===== config.mk =====
export PLATFORM = sky130hd
export DESIGN_NAME = bram_port_arbiter_flat
export DESIGN_NICKNAME = d
export VERILOG_FILES = /design/src/rtl/bram_port_arbiter_if.sv /design/src/rtl/bram_port_arbiter.sv /design/src/flat_wrapper.sv
export SDC_FILE = /design/constraint.sdc
export NUM_CORES = 1
export LEC_CHECK = 0
export ABC_AREA = 1
export CAP_MARGIN = 20
export CORE_AREA = 5 5 178 180
export DETAILED_ROUTE_END_ITERATION = 10
export DIE_AREA = 0 0 183 185
export PLACE_DENSITY = 0.42
export REMOVE_ABC_BUFFERS = 1
export SETUP_SLACK_MARGIN = 0.05
export SLEW_MARGIN = 20
export SYNTH_ARGS = -nofsm -noshare
export SYNTH_HDL_FRONTEND = slang
export SYNTH_SLANG_ARGS = --single-unit
export TNS_END_PERCENT = 20

===== constraint.sdc =====
create_clock -name s_axi_aclk -period 5.3 [get_ports s_axi_aclk]
set_input_delay 1.06 -clock s_axi_aclk [delete_from_list [all_inputs] [get_ports s_axi_aclk]]
set_output_delay 1.06 -clock s_axi_aclk [all_outputs]
set_load 0.02 [all_outputs]

===== src/rtl/bram_port_arbiter_if.sv =====
// Requester-side port bundle for bram_port_arbiter: one access request channel
// plus its read-return path.
interface bram_port_arbiter_if #(
    parameter int DATA_WIDTH     = 64,
    parameter int MEM_ADDR_WIDTH = 13
);
    localparam int NUMBYTES = DATA_WIDTH / 8;

    logic                      req;
    logic                      gnt;
    logic                      we;
    logic                      lock;
    logic [MEM_ADDR_WIDTH-1:0] addr;
    logic [DATA_WIDTH-1:0]     wdata;
    logic [NUMBYTES-1:0]       be;
    logic                      rvalid;
    logic [DATA_WIDTH-1:0]     rdata;

    modport master (output req, we, lock, addr, wdata, be,
                    input  gnt, rvalid, rdata);
    modport slave  (input  req, we, lock, addr, wdata, be,
                    output gnt, rvalid, rdata);
endinterface


===== src/rtl/bram_port_arbiter.sv =====
// Round-robin arbiter sharing BRAM port A between two requesters, with bounded
// lock-based burst ownership and read data steered back after READ_LATENCY cycles.
module bram_port_arbiter #(
    parameter int DATA_WIDTH     = 64,
    parameter int NUMBYTES       = DATA_WIDTH / 8,
    parameter int MEM_ADDR_WIDTH = 13,
    parameter int READ_LATENCY   = 1,
    parameter int MAX_HOLD       = 16
) (
    input  logic                      s_axi_aclk,
    input  logic                      s_axi_areset,
    bram_port_arbiter_if.slave        m0,
    bram_port_arbiter_if.slave        m1,
    output logic                      bram_clk_a,
    output logic                      bram_rst_a,
    output logic                      bram_en_a,
    output logic [NUMBYTES-1:0]       bram_we_a,
    output logic [MEM_ADDR_WIDTH-1:0] bram_addr_a,
    output logic [DATA_WIDTH-1:0]     bram_wrdata_a,
    input  logic [DATA_WIDTH-1:0]     bram_rddata_a
);
    localparam int CNT_W = $clog2(MAX_HOLD) + 1;

    typedef enum logic [1:0] {IDLE, HOLD0, HOLD1} state_t;

    state_t                  r_state, w_stateNext;
    logic                    r_last, w_lastNext;
    logic [CNT_W-1:0]        r_holdCnt, w_holdCntNext;
    logic [READ_LATENCY-1:0] r_pipeValid, r_pipeId;

    logic w_gnt0, w_gnt1, w_acc, w_sel, w_we, w_lock, w_ownerReq;

    // Grant is zero-cycle; reset forces every grant low.
    always_comb begin
        w_gnt0 = 1'b0;
        w_gnt1 = 1'b0;
        if (!s_axi_areset) begin
            case (r_state)
                IDLE: begin
                    if (m0.req && m1.req) begin
                        w_gnt0 = r_last;
                        w_gnt1 = ~r_last;
                    end else begin
                        w_gnt0 = m0.req;
                        w_gnt1 = m1.req;
                    end
                end
                HOLD0:   w_gnt0 = m0.req;
                HOLD1:   w_gnt1 = m1.req;
                default: ;
            endcase
        end
    end

    assign w_acc      = w_gnt0 | w_gnt1;
    assign w_sel      = w_gnt1;
    assign w_we       = w_sel ? m1.we   : m0.we;
    assign w_lock     = w_sel ? m1.lock : m0.lock;
    assign w_ownerReq = (r_state == HOLD1) ? m1.req : m0.req;

    always_comb begin
        w_stateNext   = r_state;
        w_lastNext    = r_last;
        w_holdCntNext = r_holdCnt;
        if (w_acc) w_lastNext = w_sel;
        case (r_state)
            IDLE: begin
                if (w_acc && w_lock) begin
                    w_stateNext   = w_sel ? HOLD1 : HOLD0;
                    w_holdCntNext = CNT_W'(1);
                end
            end
            HOLD0, HOLD1: begin
                // Owner requesting implies it is granted this cycle.
                if (w_ownerReq && w_lock && (r_holdCnt < CNT_W'(MAX_HOLD - 1))) begin
                    w_holdCntNext = r_holdCnt + CNT_W'(1);
                end else begin
                    w_stateNext   = IDLE;
                    w_holdCntNext = '0;
                end
            end
            default: begin
                w_stateNext   = IDLE;
                w_holdCntNext = '0;
            end
        endcase
    end

    always_ff @(posedge s_axi_aclk or posedge s_axi_areset) begin
        if (s_axi_areset) begin
            r_state   <= IDLE;
            r_last    <= 1'b1;
            r_holdCnt <= '0;
        end else begin
            r_state   <= w_stateNext;
            r_last    <= w_lastNext;
            r_holdCnt <= w_holdCntNext;
        end
    end

    always_ff @(posedge s_axi_aclk or posedge s_axi_areset) begin
        if (s_axi_areset) begin
            r_pipeValid <= '0;
            r_pipeId    <= '0;
        end else begin
            r_pipeValid[0] <= w_acc & ~w_we;
            r_pipeId[0]    <= w_sel;
            for (int i = 1; i < READ_LATENCY; i++) begin
                r_pipeValid[i] <= r_pipeValid[i-1];
                r_pipeId[i]    <= r_pipeId[i-1];
            end
        end
    end

    assign m0.gnt    = w_gnt0;
    assign m1.gnt    = w_gnt1;
    assign m0.rvalid = r_pipeValid[READ_LATENCY-1] & ~r_pipeId[READ_LATENCY-1];
    assign m1.rvalid = r_pipeValid[READ_LATENCY-1] &  r_pipeId[READ_LATENCY-1];
    assign m0.rdata  = bram_rddata_a;
    assign m1.rdata  = bram_rddata_a;

    assign bram_clk_a    = s_axi_aclk;
    assign bram_rst_a    = 1'b0;
    assign bram_en_a     = w_acc;
    assign bram_we_a     = (w_acc && w_we) ? (w_sel ? m1.be : m0.be) : '0;
    assign bram_addr_a   = w_sel ? m1.addr  : m0.addr;
    assign bram_wrdata_a = w_sel ? m1.wdata : m0.wdata;
endmodule


===== src/flat_wrapper.sv =====
// flat-port wrapper written by rule: the top's interface ports become plain ports
module bram_port_arbiter_flat 
#(
    parameter int DATA_WIDTH     = 64,
    parameter int NUMBYTES       = DATA_WIDTH / 8,
    parameter int MEM_ADDR_WIDTH = 13,
    parameter int READ_LATENCY   = 1,
    parameter int MAX_HOLD       = 16
)
  (s_axi_aclk, s_axi_areset, bram_clk_a, bram_rst_a, bram_en_a, bram_we_a, bram_addr_a, bram_wrdata_a, bram_rddata_a, m0_req, m0_we, m0_lock, m0_addr, m0_wdata, m0_be, m0_gnt, m0_rvalid, m0_rdata, m1_req, m1_we, m1_lock, m1_addr, m1_wdata, m1_be, m1_gnt, m1_rvalid, m1_rdata);
  bram_port_arbiter_if #(.DATA_WIDTH(DATA_WIDTH), .MEM_ADDR_WIDTH(MEM_ADDR_WIDTH)) m0_i ();
  bram_port_arbiter_if #(.DATA_WIDTH(DATA_WIDTH), .MEM_ADDR_WIDTH(MEM_ADDR_WIDTH)) m1_i ();
  input  logic s_axi_aclk;
  input  logic s_axi_areset;
  output logic bram_clk_a;
  output logic bram_rst_a;
  output logic bram_en_a;
  output logic [NUMBYTES-1:0] bram_we_a;
  output logic [MEM_ADDR_WIDTH-1:0] bram_addr_a;
  output logic [DATA_WIDTH-1:0] bram_wrdata_a;
  input  logic [DATA_WIDTH-1:0] bram_rddata_a;
  input wire logic [$bits(m0_i.req)-1:0] m0_req;
  input wire logic [$bits(m0_i.we)-1:0] m0_we;
  input wire logic [$bits(m0_i.lock)-1:0] m0_lock;
  input wire logic [$bits(m0_i.addr)-1:0] m0_addr;
  input wire logic [$bits(m0_i.wdata)-1:0] m0_wdata;
  input wire logic [$bits(m0_i.be)-1:0] m0_be;
  output wire logic [$bits(m0_i.gnt)-1:0] m0_gnt;
  output wire logic [$bits(m0_i.rvalid)-1:0] m0_rvalid;
  output wire logic [$bits(m0_i.rdata)-1:0] m0_rdata;
  input wire logic [$bits(m1_i.req)-1:0] m1_req;
  input wire logic [$bits(m1_i.we)-1:0] m1_we;
  input wire logic [$bits(m1_i.lock)-1:0] m1_lock;
  input wire logic [$bits(m1_i.addr)-1:0] m1_addr;
  input wire logic [$bits(m1_i.wdata)-1:0] m1_wdata;
  input wire logic [$bits(m1_i.be)-1:0] m1_be;
  output wire logic [$bits(m1_i.gnt)-1:0] m1_gnt;
  output wire logic [$bits(m1_i.rvalid)-1:0] m1_rvalid;
  output wire logic [$bits(m1_i.rdata)-1:0] m1_rdata;
  assign m0_i.req = m0_req;
  assign m0_i.we = m0_we;
  assign m0_i.lock = m0_lock;
  assign m0_i.addr = m0_addr;
  assign m0_i.wdata = m0_wdata;
  assign m0_i.be = m0_be;
  assign m0_gnt = m0_i.gnt;
  assign m0_rvalid = m0_i.rvalid;
  assign m0_rdata = m0_i.rdata;
  assign m1_i.req = m1_req;
  assign m1_i.we = m1_we;
  assign m1_i.lock = m1_lock;
  assign m1_i.addr = m1_addr;
  assign m1_i.wdata = m1_wdata;
  assign m1_i.be = m1_be;
  assign m1_gnt = m1_i.gnt;
  assign m1_rvalid = m1_i.rvalid;
  assign m1_rdata = m1_i.rdata;
  bram_port_arbiter #(.DATA_WIDTH(DATA_WIDTH), .NUMBYTES(NUMBYTES), .MEM_ADDR_WIDTH(MEM_ADDR_WIDTH), .READ_LATENCY(READ_LATENCY), .MAX_HOLD(MAX_HOLD)) u_core (.s_axi_aclk(s_axi_aclk), .s_axi_areset(s_axi_areset), .m0(m0_i), .m1(m1_i), .bram_clk_a(bram_clk_a), .bram_rst_a(bram_rst_a), .bram_en_a(bram_en_a), .bram_we_a(bram_we_a), .bram_addr_a(bram_addr_a), .bram_wrdata_a(bram_wrdata_a), .bram_rddata_a(bram_rddata_a));
endmodule

==> run_results.csv <==
group,metric,value,unit
status,status,"complete, no violations",
timing,grt_setup_unrepaired,"false",
place,gp_congestion,0.887,
clock_tree,clk_pin_slew,0.04,ns
drt,drtPass1Iterations,4,
timing,slew_viol_final,0,
place,pre_cts_ws,0.939,ns
drt,vias,3478,
drt,avgViaCountPerCell,3.40,
setup_path,max_stage_delay,0.53,ns
drt,routed_wl,25700,um
logic_synthesis,synth_area,0.00273,mm2
setup_path,worst-path-max-fanout,2,
floorplan,fp.dieW,183,um
clock_tree,clkLatencyLatePin,0.35,ns
power,powerDensity,308,mW/mm2
logic_synthesis,synth_top_area_share,37.6,%
place,port_buffers,268,
grt,grt_pass1_vias,3675,
logic_synthesis,synth_edf_count,0,
logic_synthesis,yosys_warnings,0,
drt,routedWlPerCell,25.1,um
logic_synthesis,synth_top_cell_by_area,"nand2_1",
clock_tree,hold_buffers,0,
place,hpwl,23400,um
clock_tree,cts_tree,"built",
power,total_power,1.56,mW
logic_synthesis,synth.distinct_cells,26,
logic_synthesis,synth_commonest_cells,"nand2_1 (273), buf_4 (130), inv_1 (20)",
place,placed_area,0.00490,mm2
cells_and_area,area_delta_synth_final,85.5,%
grt,antenna_found_initial,1,
grt,track_usage,14.4,%
flow_run,cap_viol_max_count,0,
setup_path,slowest_stage,"clkdlybuf4s50_1",
logic_synthesis,synthCells,496,
logic_synthesis,ys_top_cells_by_area,"nand2_1 (38%), buf_4 (36%), dfrtp_1 (8.3%), inv_1 (2.8%), ha_1 (2.3%)",
drt,antenna_left,0,
floorplan,rows,64,
grt,grt_max_degree,68,
clock_tree,cts_setup_buffers,0,
grt,grt_pass1_wl,32900,um
floorplan,start_util,9.09,%
cells_and_area,fill_cells,3409,
grt,overflow,0,
floorplan,core_region_area,0.0300,mm2
logic_synthesis,synth_seq_cells,10,
logic_synthesis,avgSynthCellArea,5.50,um2
floorplan,ios,462,
setup_path,crit_arrival,3.42,ns
cells_and_area,multiInputGateArea,0.00134,mm2
floorplan,die-area,0.0339,mm2
drt,drc,0,
worst_hold_path,hp-class,"flop to flop",
cells_and_area,diodes,0,
logic_synthesis,synth.yosys.seq_area_share,9.22,%
power,peakVddDrop,118,uV
setup_path,worstPathRequired,4.24,ns
timing,fin_skew,0.00340,ns
cells_and_area,sequential_cell_area,251,um2
cells_and_area,nets,875,
logic_synthesis,synth.most_common_cell,"nand2_1",
logic_synthesis,ys_async_sr_fraction,100,%
floorplan,die_h,185,um
timing,holdWs,0.481,ns
setup_path,crit_path_cell_trace,"clkbuf_16, clkbuf_16, clkdlybuf4s50_1",
setup_path,setup.worst_path.start_class,"clock port",
setup_path,critPathCaptureType,"output port",
setup_path,cp_common_cell,"clkbuf_16",
timing,setup_viol,0,
drt,first_iter_violations,134,
logic_synthesis,ys.flop_type,"dfrtp_1",
cells_and_area,postLayoutCellArea,0.00506,mm2
clock_tree,ctsResizeCount,0,
setup_path,crit_type,"clock port to output port",
timing,layout_setup_ws,0.818,ns
power,p_leak,2.25,nW
cells_and_area,drive_above_1_share,4.47,%
timing,report.final.hold_viol_count,0,
[sequential cells by signal (all words and copies together), names as in the netlist]
signal,count
u_core.r_pipeId,1
u_core.r_state,2
u_core.r_holdCnt,5
u_core.r_pipeValid,1
u_core.r_last,1
[area by class of cell]
class	instances	share of cell area, %
timing repair buffer	272	53.8
sequential	10	4.97
clock buffer	8	3.44
tap	396	9.79
inverter	22	1.66
multi-input combinational	315	26.4
[cell usage in the layout (no fill, tap or decap), types with 3 or more instances in the layout]
cell and count:
a21oi_1 9, buf_4 4, clkbuf_16 6, clkdlybuf4s50_1 268
dfrtp_1 9, ha_1 5, inv_1 20, nand2_1 273
nand2_2 3, nand2_4 3, nand3_1 5, nor2_1 3
o21ai_2 3
[power by group]
| part | total, mW | leakage [nW] | internal, mW | switching, mW |
|---|---|---|---|---|
| clock | 0.287 | 0.0850 | 0.223 | 0.0644 |
| sequential | 0.122 | 0.131 | 0.103 | 0.0190 |
| combinational | 1.15 | 2.04 | 0.515 | 0.634 |
| total | 1.56 | 2.25 | 0.840 | 0.718 |
[critical path: cells and delay by family]
kind	cells	cell delay, ns
buffers and inverters	3	0.77
[final timing paths]
check / slack, ns / endpoint / startpoint / depth (start not counted)
hold reg to reg: 0.48 / u_core.r_holdCnt[4] / u_core.r_holdCnt[4] / 2
hold / removal: 0.48 / u_core.r_holdCnt[4] / u_core.r_holdCnt[4] / 2
setup reg to reg: 2.96 / u_core.r_holdCnt[0] / u_core.r_state[0] / 14
min in group asynchronous: 1.20 / u_core.r_holdCnt[4] / s_axi_areset / 3
setup / recovery: 0.82 / bram_clk_a / s_axi_aclk / 3
max in group asynchronous: 3.87 / u_core.r_last / s_axi_areset / 3
[cells by family after synthesis]
family          Yosys count  share of synthesized area, %
xor+xnor                  1                         0.321
fa+ha+maj                 5                          2.29
other cells               1                         0.137
buf+inv                 171                          42.0
flops                    10                          9.22
compound gates           18                          3.94
simple gates            290                          42.0
[layer usage]
metal	part of all wire (%)	GRT usage (%)	wire length, um	up-vias
met1	27	11.3	6900	1404
met4	0.34	1.04	88	8
met2	41	21.4	10600	443
met3	30	19.9	7670	16
met5	1.6	8.71	402	-
li1	-	-	-	1607
[metrics by stage]
stage	cells	util (%)	setup TNS [ns]
detailed placement	1016	16.3	0
global placement	1016	16.3	0
finish	1023	16.9	0
floorplan	347	-	-11.04
global route	1023	16.9	0
CTS	1023	16.9	0
(Power assumes the default switching activity.)
==> RTL edit: new RTL, same settings <==
Encoding of `state_t`: now one-hot (3 bits for 3 states).
--- a/src/rtl/bram_port_arbiter.sv
+++ b/src/rtl/bram_port_arbiter.sv
@@ -21,7 +21,7 @@
 );
     localparam int CNT_W = $clog2(MAX_HOLD) + 1;
 
-    typedef enum logic [1:0] {IDLE, HOLD0, HOLD1} state_t;
+    typedef enum logic [2:0] {IDLE = 3'b001, HOLD0 = 3'b010, HOLD1 = 3'b100} state_t;
 
     state_t                  r_state, w_stateNext;
     logic                    r_last, w_lastNext;
Behaviour: no difference found for any inputs over 10 cycles, from zero or initial values and one cycle with s_axi_areset high; not proved beyond that.
==> RTL edit against the original RTL <==
Cell count grew 0.68%; final area shrank 0.32%; critical path depth grew 4; total power shrank 15%; setup slack lost 0.019 ns; sequential cell count grew 1; routed wire length shrank 5.1%; synthesized cell count grew 1.4%; synthesized area grew 0.96%; critical endpoint is now bram_we_a[5].
==> RTL edit: results (changes against the original RTL) <==
metric,value,unit,change
fill cell count,3429,,"was 3,409"
ys flop type,dfrtp_1,,unchanged
biggest regs,"u_core.r_holdCnt x5, u_core.r_state x3",,"was u_core.r_holdCnt x5, u_core.r_state x2"
Setup Buffers After CTS,0,,unchanged
total track usage,13.45,%,was 14.39%
placed instance area,4888,sq um,was 4898 sq um
Syn. warnings,0,,unchanged
main area contributors after synthesis,"nand2_1, buf_4, dfrtp_1",,unchanged
fin nets,877,,was 875
largest net degree at the start of global routing,68,,unchanged
Synth Instances,503,,was 496
final wirelength,24390,um,"was 25,700 um"
Clock Skew,0.004034,ns,was 0.003396 ns
headroom to the max-slew limit,55.72,%,
Initial DRC Count,104,,was 134
Worst VDD drop,0.1066,mV,was 0.1179 mV
I/O Buffers,268,,unchanged
drt pass-1 iters,4,,unchanged
WP data arrival,3.44,ns,was 3.42 ns
Worst Path Max Fanout,60,,was 2
post-cts sizing count,0,,unchanged
Final GP Congestion,0.9510,,was 0.8865
post-synthesis sequential area ratio,10.08,%,was 9.216%
Static Leak,0.002266,uW,was 0.002251 uW
vias in the first global route,3739,,"was 3,675"
number of antenna violations at the first check in global routing,2,,was 1
PD cells,261.7,nW/um^2,was 307.8 nW/um^2
most frequent cells after synthesis,"nand2_1, buf_4, inv_1, nand3_1, a21oi_1",,"was nand2_1, buf_4, inv_1, clkbuf_1"
Hold/Removal Path Class,register to register,,unchanged
vias post-DR,3529,,"was 3,478"
Worst-Skew Late Latency,0.35,ns,about the same
DP HPWL,21690,um,"was 23,410 um"
share of layout cells above drive strength 1,3.160,%,was 4.466%
synth unique cells,25,,was 26
"CTS clk-pin slew, worst paths",0.04,ns,about the same
first-pass GRT wire length,31320,um,"was 32,910 um"
pre-CTS WS,0.7165,ns,was 0.9394 ns
status,"complete, no violations",,unchanged
Async SR Flop Fraction,100.0,%,unchanged
fin cells,1030,,"was 1,023"
-- RTL edit: cells by family (layout without fill, tap and decap cells) --
logic type,Yosys count,in the layout,synth area share [%]
xor+xnor,1,1,0.3180
flops,11,11,10.08
other cells,1,2,0.1361
simple gates,305,305,43.42
buf+inv,167,297,42.10
fa+ha+maj,1,1,0.4541
compound gates,17,17,3.497
-- RTL edit: worst paths after layout --
kind / end / cells after the start / from / slack, ns
min in group asynchronous: u_core.r_pipeId / 2 / s_axi_areset / 1.09
worst min-delay path: u_core.r_holdCnt[0] / 1 / u_core.r_holdCnt[0] / 0.52
worst max register to register: u_core.r_state[1] / 12 / u_core.r_state[0] / 3.08
worst max-delay path: bram_we_a[5] / 7 / s_axi_areset / 0.80
max in group asynchronous: u_core.r_state[0] / 2 / s_axi_areset / 3.85
worst min register to register: u_core.r_holdCnt[0] / 1 / u_core.r_holdCnt[0] / 0.52
-- RTL edit: critical path: stages --
cell and delay (ns):
clkdlybuf4s50_1 0.48, inv_1 0.25, nand2_4 0.20, buf_4 0.54, nand2_1 0.12, a21oi_1 0.15
clkdlybuf4s50_1 0.62
-- RTL edit: layout make-up --
class / count / share of cell area (%)
timing repair buffer: 271 / 53.81
multi-input combinational: 325 / 26.21
tap: 396 / 9.819
sequential: 11 / 5.505
clock buffer: 7 / 3.174
inverter: 18 / 1.339
clock inverter: 1 / 0.09918
antenna: 1 / 0.04959
-- RTL edit: where the power goes --
group / total (uW) / switching, uW / leakage [uW] / internal, uW
clock: 274 / 65.5 / 0.0000818 / 209
combinational: 920 / 499 / 0.00204 / 420
sequential: 127 / 16.8 / 0.000144 / 110
-- RTL edit: per-layer routing --
metal	GRT usage, %	routed length, um	part of all wire (%)
met5	8.857	432	1.8
met2	18.01	9283	38
met4	1.609	159	0.65
met3	18.36	6763	28
met1	11.91	7756	32
